<file path="src/rtl/tx_link_ctrl_multilane.sv">
// Multi-lane JESD204B transmit link controller: SYNC~-driven CGS/ILAS/DATA sequencing,
// free-running LMFC counter, per-lane ILA generation. Optional test pattern: TX_LINK_TEST_PATTERN_EN.
module tx_link_ctrl_multilane #(
    parameter int         LANES  = 2,
    parameter int         F      = 2,
    parameter int         K      = 16,
    parameter int         ILA_MF = 4,
    parameter logic [7:0] DID    = 8'h0C
) (
    input  logic                 clk,
    input  logic                 rst,
    input  logic                 i_sync_n,
    input  logic [8*LANES-1:0]   i_data,
    input  logic [LANES-1:0]     i_k,
    input  logic                 i_vld,
`ifdef TX_LINK_TEST_PATTERN_EN
    input  logic                 i_test_en,
`endif
    output logic [8*LANES-1:0]   o_data,
    output logic [LANES-1:0]     o_k,
    output logic                 o_vld,
    output logic                 o_ready,
    output logic                 o_lmfc_pulse,
    output logic [1:0]           o_state,
    output logic                 o_sync_err
);

    localparam int         FK       = F * K;
    localparam logic [7:0] LAST_OCT = 8'(FK - 1);
    localparam logic [7:0] LAST_MF  = 8'(ILA_MF - 1);

    typedef enum logic [1:0] {
        ST_CGS  = 2'd0,
        ST_ILAS = 2'd1,
        ST_DATA = 2'd2
    } state_t;

    state_t       state_q, state_d;
    logic [7:0]   lmfc_q, lmfc_d;
    logic [7:0]   mf_q, mf_d;
    logic [1:0]   low_q, low_d;
    logic         lmfc_wrap;

    logic [8*LANES-1:0] o_data_q, o_data_d;
    logic [LANES-1:0]   o_k_q, o_k_d;
    logic               o_vld_q, o_vld_d;
    logic               o_ready_q, o_ready_d;
    logic               o_lmfc_pulse_q, o_lmfc_pulse_d;
    logic [1:0]         o_state_q, o_state_d;
    logic               o_sync_err_q, o_sync_err_d;

`ifdef TX_LINK_TEST_PATTERN_EN
    logic [3:0] tp_q, tp_d;
    logic       test_active;
    assign test_active = i_test_en;
    assign tp_d        = (state_q == ST_DATA) ? tp_q + 4'd1 : 4'd0;
`endif

    // Returns {k, octet} for one lane of the ILA sequence.
    function automatic logic [8:0] ila_octet(input logic [7:0] lane,
                                             input logic [7:0] mf,
                                             input logic [7:0] oct);
        logic [8:0] res;
        res = {1'b0, oct};
        if (oct == 8'd0) begin
            res = {1'b1, 8'h1C};
        end else if (oct == LAST_OCT) begin
            res = {1'b1, 8'h7C};
        end else if (mf == 8'd1) begin
            case (oct)
                8'd1:    res = {1'b1, 8'h9C};
                8'd2:    res = {1'b0, DID};
                8'd3:    res = {1'b0, lane};
                8'd4:    res = {1'b0, 8'(LANES - 1)};
                8'd5:    res = {1'b0, 8'(F - 1)};
                8'd6:    res = {1'b0, 8'(K - 1)};
                default: res = {1'b0, oct};
            endcase
        end
        return res;
    endfunction

    assign lmfc_wrap = (lmfc_q == LAST_OCT);

    always_comb begin
        lmfc_d       = lmfc_wrap ? 8'd0 : lmfc_q + 8'd1;
        state_d      = state_q;
        mf_d         = mf_q;
        low_d        = low_q;
        o_sync_err_d = 1'b0;
        case (state_q)
            ST_ILAS, ST_DATA: begin
                if (state_q == ST_ILAS && lmfc_wrap) begin
                    mf_d = mf_q + 8'd1;
                    if (mf_q == LAST_MF) begin
                        state_d = ST_DATA;
                    end
                end
                // Resync is evaluated last so it overrides the ILAS->DATA step on the same wrap.
                if (!i_sync_n) begin
                    if (low_q == 2'd3) begin
                        state_d = ST_CGS;
                        low_d   = 2'd0;
                        mf_d    = 8'd0;
                    end else begin
                        low_d = low_q + 2'd1;
                    end
                end else begin
                    low_d        = 2'd0;
                    o_sync_err_d = (low_q != 2'd0);
                end
            end
            default: begin
                state_d = ST_CGS;
                low_d   = 2'd0;
                mf_d    = 8'd0;
                if (i_sync_n && lmfc_wrap) begin
                    state_d = ST_ILAS;
                end
            end
        endcase
    end

    always_comb begin
        o_vld_d = 1'b0;
        case (state_q)
            ST_CGS, ST_ILAS: o_vld_d = 1'b1;
            ST_DATA: begin
`ifdef TX_LINK_TEST_PATTERN_EN
                o_vld_d = test_active ? 1'b1 : i_vld;
`else
                o_vld_d = i_vld;
`endif
            end
            default: o_vld_d = 1'b0;
        endcase
    end

    assign o_ready_d      = (state_q == ST_DATA);
    assign o_lmfc_pulse_d = (lmfc_q == 8'd0);
    assign o_state_d      = state_q;

    for (genvar gi = 0; gi < LANES; gi++) begin : g_lane
        logic [8:0] ila_w;
        logic [7:0] oct_d;
        logic       k_d;

        assign ila_w = ila_octet(8'(gi), mf_q, lmfc_q);

        always_comb begin
            oct_d = 8'h00;
            k_d   = 1'b0;
            case (state_q)
                ST_CGS: begin
                    oct_d = 8'hBC;
                    k_d   = 1'b1;
                end
                ST_ILAS: begin
                    oct_d = ila_w[7:0];
                    k_d   = ila_w[8];
                end
                ST_DATA: begin
`ifdef TX_LINK_TEST_PATTERN_EN
                    if (test_active) begin
                        oct_d = {4'(gi), tp_q};
                    end else
`endif
                    if (i_vld) begin
                        oct_d = i_data[8*gi +: 8];
                        k_d   = i_k[gi];
                    end
                end
                default: begin
                    oct_d = 8'h00;
                    k_d   = 1'b0;
                end
            endcase
        end

        assign o_data_d[8*gi +: 8] = oct_d;
        assign o_k_d[gi]           = k_d;
    end

    always_ff @(posedge clk) begin
        if (rst) begin
            state_q        <= ST_CGS;
            lmfc_q         <= 8'd0;
            mf_q           <= 8'd0;
            low_q          <= 2'd0;
            o_data_q       <= '0;
            o_k_q          <= '0;
            o_vld_q        <= 1'b0;
            o_ready_q      <= 1'b0;
            o_lmfc_pulse_q <= 1'b0;
            o_state_q      <= 2'd0;
            o_sync_err_q   <= 1'b0;
`ifdef TX_LINK_TEST_PATTERN_EN
            tp_q           <= 4'd0;
`endif
        end else begin
            state_q        <= state_d;
            lmfc_q         <= lmfc_d;
            mf_q           <= mf_d;
            low_q          <= low_d;
            o_data_q       <= o_data_d;
            o_k_q          <= o_k_d;
            o_vld_q        <= o_vld_d;
            o_ready_q      <= o_ready_d;
            o_lmfc_pulse_q <= o_lmfc_pulse_d;
            o_state_q      <= o_state_d;
            o_sync_err_q   <= o_sync_err_d;
`ifdef TX_LINK_TEST_PATTERN_EN
            tp_q           <= tp_d;
`endif
        end
    end

    assign o_data       = o_data_q;
    assign o_k          = o_k_q;
    assign o_vld        = o_vld_q;
    assign o_ready      = o_ready_q;
    assign o_lmfc_pulse = o_lmfc_pulse_q;
    assign o_state      = o_state_q;
    assign o_sync_err   = o_sync_err_q;

endmodule

</file>
<file path="config.mk">
export PLATFORM = sky130hd
export DESIGN_NAME = tx_link_ctrl_multilane
export DESIGN_NICKNAME = d
export VERILOG_FILES = /design/src/rtl/tx_link_ctrl_multilane.sv
export SDC_FILE = /design/constraint.sdc
export NUM_CORES = 1
export LEC_CHECK = 0
export CAP_MARGIN = 20
export CORE_ASPECT_RATIO = 1.75
export CORE_MARGIN = 4
export CORE_UTILIZATION = 44
export DETAILED_ROUTE_END_ITERATION = 16
export PLACE_DENSITY = 0.74
export SLEW_MARGIN = 20
export SYNTH_ARGS = -nofsm -noshare
export SYNTH_HDL_FRONTEND = slang
export SYNTH_SLANG_ARGS = --single-unit
</file>
<file path="constraint.sdc">
create_clock -name clk -period 2.01 [get_ports clk]
set_input_delay 0.603 -clock clk [delete_from_list [all_inputs] [get_ports clk]]
set_output_delay 0.603 -clock clk [all_outputs]
set_load 0.005 [all_outputs]
</file>
### Word-level counts from Yosys, hierarchy flattened

Cells that the tools add are included.

* bits in registers: 44
* latch bits: 0
* RAM bits: 0
* memory bits (read-only): 0
* input bits: 22
* output and inout bits: 24
* word-level logic and storage cells: 67
* memories kept: 0

* add/subtract/negate cells: 3
* $mul: 0
* divide/modulo/power cells: 0
* order comparisons: 0
* eq/ne operators: 12
* shift operators: 0
* muxes and demuxes: 26
* bitwise gates (word level): 2
* reduce and logical (&&, ||, !) cells: 13

Operator list (count)
* 9-bit 2-to-1 mux: 6
* 8-bit one-hot mux with 3 select lines: 2
* 9-bit one-hot mux with 5 select lines: 1
* 8-bit 2-to-1 mux: 5
* 9-bit one-hot mux with 4 select lines: 1
* 8-bit by 2-bit equality test with 1-bit output (second input constant): 3
* 8-bit by 3-bit equality test with 1-bit output (second input constant): 3
* 8-bit by 1-bit adder with 8-bit output (second input constant): 2
* 8-bit by 1-bit equality test with 1-bit output (second input constant): 2
* 2-bit 2-to-1 mux: 5
* 2-bit OR reduction: 5
* 8-bit by 5-bit equality test with 1-bit output (second input constant): 1
* 8-bit logical NOT: 1
* 1-bit one-hot mux with 3 select lines: 2
* 3-bit OR reduction: 2
* 2-bit equality test (second input constant): 2
* 4-bit OR reduction: 1
* 1-bit 2-to-1 mux: 3
* 2-bit by 1-bit adder with 2-bit output (second input constant): 1
* 2-bit by 1-bit equality test with 1-bit output (second input constant): 1
* 1-bit logical AND: 2
* 2-bit logical NOT: 1
* 1-bit NOT: 2
* 1-bit one-hot mux with 2 select lines: 1
* 2-bit nonzero test: 1

### Longest topological paths before layout

* depth in word-level cells: 7
* gate-level depth with buffers: 8
* gate-level depth less buffers: 7

### Least setup slack after synthesis

OpenSTA, ideal clock, no wires.

* kind: flip-flop to flip-flop
* start point: register lmfc_q[0]
* end point: register mf_q[7]
* setup time: 0.071 ns
* data arrival time: 2.041 ns
* data required time: 1.939 ns
* path slack: -0.102 ns
* cell stages (with the launch flop): 7
* path buffers: 0
* path through: dfxtp_1 ha_1 nor4b_2 nand3_2 or3_4 or3_1 a21oi_1

* longest elaborated chain between the ends: 5

Ends and longest elaborated chain
* start, declared: RTL line 39 `logic [7:0] lmfc_q, lmfc_d;`
* start signal, assigned: RTL line 202 `lmfc_q <= lmfc_d;`
* 8-bit by 5-bit equality test with 1-bit output *: RTL line 83 `assign lmfc_wrap = (lmfc_q == LAST_OCT);`
* 1-bit logical AND *: RTL line 93 `if (state_q == ST_ILAS && lmfc_wrap) begin`
* 8-bit 2-to-1 mux *: RTL line 93
* 8-bit 2-to-1 mux: RTL line 101 `if (low_q == 2'd3) begin`
* 8-bit 2-to-1 mux *: RTL line 100 `if (!i_sync_n) begin`
* end signal, assigned: RTL line 203 `mf_q <= mf_d;`
* end, declared: RTL line 40 `logic [7:0] mf_q, mf_d;`

Mark *: on every way between the ends. The rest lies on a longest branch, timed or not.
A chain may end at the register's enable or synchronous reset.

### Worst setup path in the final report

* start point: register lmfc_q[4]
* end point: register o_data_q[5], in the netlist o_data[5]

* longest elaborated chain between the ends: 7
* elaborated cells between the ends (all ways): 14
* those cells by class: 7 x eq/ne; 5 x mux; 2 x reduce/logical

Ends and longest elaborated chain
* 8-bit by 3-bit equality test with 1-bit output: RTL line 70 `case (oct)`
* 2-bit OR reduction (no source line)
* 9-bit one-hot mux with 5 select lines: RTL line 70
* 9-bit 2-to-1 mux: RTL line 69 `end else if (mf == 8'd1) begin`
* 9-bit 2-to-1 mux: RTL line 67 `end else if (oct == LAST_OCT) begin`
* 9-bit 2-to-1 mux *: RTL line 65 `if (oct == 8'd0) begin`
* 8-bit one-hot mux with 3 select lines *: RTL line 153 `case (state_q)`
* end signal, assigned: RTL line 205 `o_data_q <= o_data_d;`
* end, declared: RTL line 44 `logic [8*LANES-1:0] o_data_q, o_data_d;`

Marked as above.

==> flow_summary.json <==
{
  "status": "complete, no violations",
  "portBuffers": 45,
  "powerDensity_nw_per_um2": 587,
  "fmax_mhz": 505,
  "drc": 0,
  "slew_violations": 0,
  "drtAntennaViolNets": 0,
  "insertion_delay_ps": 300,
  "netlist_area_um2": 1980,
  "cts_sinks": 44,
  "maxCapViolCount": 0,
  "multi_input_area_um2": 1090,
  "ys_warn_count": 0,
  "synth_edf_count": 0,
  "grt_pass1_wl_mm": 7.77,
  "fin_hold_ws_ps": 459,
  "ys_types": 45,
  "ir_drop_mv": 0.500,
  "num-nets-final": 327,
  "clk_path_buf_depth": 2,
  "path_clk_slew_ps": 80,
  "finalSetupViolCount": 0,
  "grt_max_degree": 17,
  "hold_violations": 0,
  "synth.yosys.seq_area_share_pct": 44.4,
  "gr-total-overflow": 0,
  "final.min_clock_period_ps": 1980,
  "avgViaCountPerCell": 5.27,
  "hpwlAfterDp_mm": 3.63,
  "n_antenna_cell": 0,
  "relSlewSlack_pct": 73.6,
  "num_vias": 1813,
  "die_width_um": 58.8,
  "path_max_fanout": 6,
  "wire_per_inst_um": 13.6,
  "regArea_um2": 882,
  "grt_usage_pct": 17.3,
  "cts_tree": "built",
  "fin_skew_ps": 6.42,
  "cts_buffers": 5,
  "layout_common_cells": "clkdlybuf4s50_1 (45), dfxtp_1 (43), buf_4 (30)",
  "crit_path_end_kind": "flip-flop",
  "cts_hold_buf": 0,
  "finalWirelength_mm": 4.69,
  "initial_core_util_pct": 45.1,
  "start_kind": "flip-flop",
  "layout_commonest_cell": "clkdlybuf4s50_1",
  "cts_setup_buffers": 0,
  "tightest_slew_ps": 390,
  "finalWorstSetupSlack_ps": 28.5,
  "path_cells": "or4_4 > or4b_4 > a31oi_1 > a21oi_1",
  "leakage_nw": 1.16,
  "ys.flop_type": "dfxtp_1",
  "first_pass_iters": 6,
  "clock-root-buffer": "clkbuf_8",
  "grt_pass1_vias": 1725,
  "finalCritPeriodShare_pct": 98.6,
  "tns_ps": 0,
  "core_area_um2": 4400,
  "fill_cells": 365,
  "hold_class": "reg2reg",
  "required_ps": 2190,
  "syn2layout_area_growth_pct": 44.8,
  "dp_slack_ps": -54.3,
  "pin_count": 46,
  "layout-drive-gt1-share_pct": 20.1,
  "antenna_found_initial": 0,
  "netlist_instances": 216,
  "worstSetupPathType": "reg2reg",
  "fp-row-count": 32,
  "cpPeakStageDelay_ps": 590,
  "die_h_um": 96.8,
  "crit_arrival_ps": 2160,
  "drtIter0Drc": 44,
  "gp_congestion": 0.836,
  "synth.avg_cell_area_um2": 9.19,
  "total_power_mw": 1.69,
  "htree_levels": 2,
  "die_area_um2": 5690,
  "ys_async_sr_fraction_pct": 0,
  "rsz0062_at_grt": "yes",
  "crit_slowest_cell": "or4b_4",
  "synth_nets": 251,
  "synth-seq-cells": 44
}
[metrics by stage]
stage	instance area, um^2	util, %	instances
6_report	2870	65.2	344
5_1_grt	2870	65.2	344
4_1_cts	2840	64.5	344
2_1_floorplan	2000	-	216
3_3_place_gp	2740	62.3	336
3_5_place_dp	2740	62.3	336
[layer usage]
metal  vias to the layer above  share of wire, %  wire length (um)  GRT usage [%]
li1                        905                 -                 -              -
met1                       842                37              1720           18.1
met2                        51                56              2620           31.3
met3                        15               4.3               202           3.47
met4                         0               3.2               148           8.20
met5                         -                 0                 0              0
[kinds of logic after synthesis]
kind of cell,share of synthesized area [%]
AO/OA/AOI/OAI,15.6
multiplexers,0.504
flip-flops,44.4
buffers and inverters,3.09
XOR/XNOR,3.53
adder cells (fa/ha/maj),8.20
AND/OR/NAND/NOR,24.7
[final timing paths]
| check | startpoint | to | slack [ps] | cells after the start |
|---|---|---|---|---|
| setup / recovery | lmfc_q[4]$_SDFF_PP0_ | o_data[5]$_SDFF_PP0_ | 30 | 4 |
| hold / removal | low_q[0]$_SDFF_PP0_ | low_q[0]$_SDFF_PP0_ | 460 | 1 |
| hold reg to reg | low_q[0]$_SDFF_PP0_ | low_q[0]$_SDFF_PP0_ | 460 | 1 |
| setup reg to reg | lmfc_q[4]$_SDFF_PP0_ | o_data[5]$_SDFF_PP0_ | 30 | 4 |
[cell type report]
class                      instances  share of cell area [%]
clock buffer                       7                    3.01
clock inverter                     1                   0.261
multi-input combinational        156                    37.8
timing repair buffer              77                    24.9
sequential                        44                    30.7
tap                               51                    2.22
inverter                           8                    1.05
[timing repair]
action | CTS | global route
pin swaps | 1 | 4
endpoints found under the hold margin | 0 | 0
endpoints found under the setup margin | 10 | 11
resized for setup | 2 | 7
[power by group]
| group | internal [mW] | leakage [nW] | total [mW] | switching (mW) |
|---|---|---|---|---|
| Sequential | 0.892 | 0.360 | 0.904 | 0.0114 |
| Combinational | 0.124 | 0.758 | 0.203 | 0.0790 |
| Clock | 0.280 | 0.0445 | 0.581 | 0.301 |
| Total | 1.30 | 1.16 | 1.69 | 0.391 |
[synth_stat cells, types with 3 or more instances]
cell type | number | area, um^2
dfxtp_1 | 44 | 881
nor2_1 | 21 | 78.8
a21oi_1 | 18 | 90.1
nand2_1 | 15 | 56.3
ha_1 | 13 | 163
inv_1 | 8 | 30.0
a21o_1 | 7 | 52.6
xor2_1 | 7 | 61.3
nor3_1 | 6 | 30.0
o21ai_1 | 6 | 30.0
clkbuf_1 | 5 | 18.8
nand3_1 | 5 | 25.0
and2_1 | 4 | 25.0
nand2b_1 | 4 | 25.0
o21ai_0 | 4 | 20.0
or3_1 | 4 | 25.0
a31oi_1 | 3 | 18.8
nand4_1 | 3 | 18.8
nor2b_1 | 3 | 18.8
or2_2 | 3 | 18.8
[worst max-delay path, delay by kind of cell (launching register included)]
kind / cells / cell delay, ps
and+or+nand+nor: 2 / 1150
AOI/OAI and AO/OA: 2 / 400
DFF: 1 / 320
[flip-flops by register name, summed over array words and instances, names as in the netlist, 2 cells and up]
register and flops:
lmfc_q 8, low_q 2, mf_q 8, o_data 16, o_k 2, o_state 2, o_state_d 2
Power figures use the tool's default switching activity.
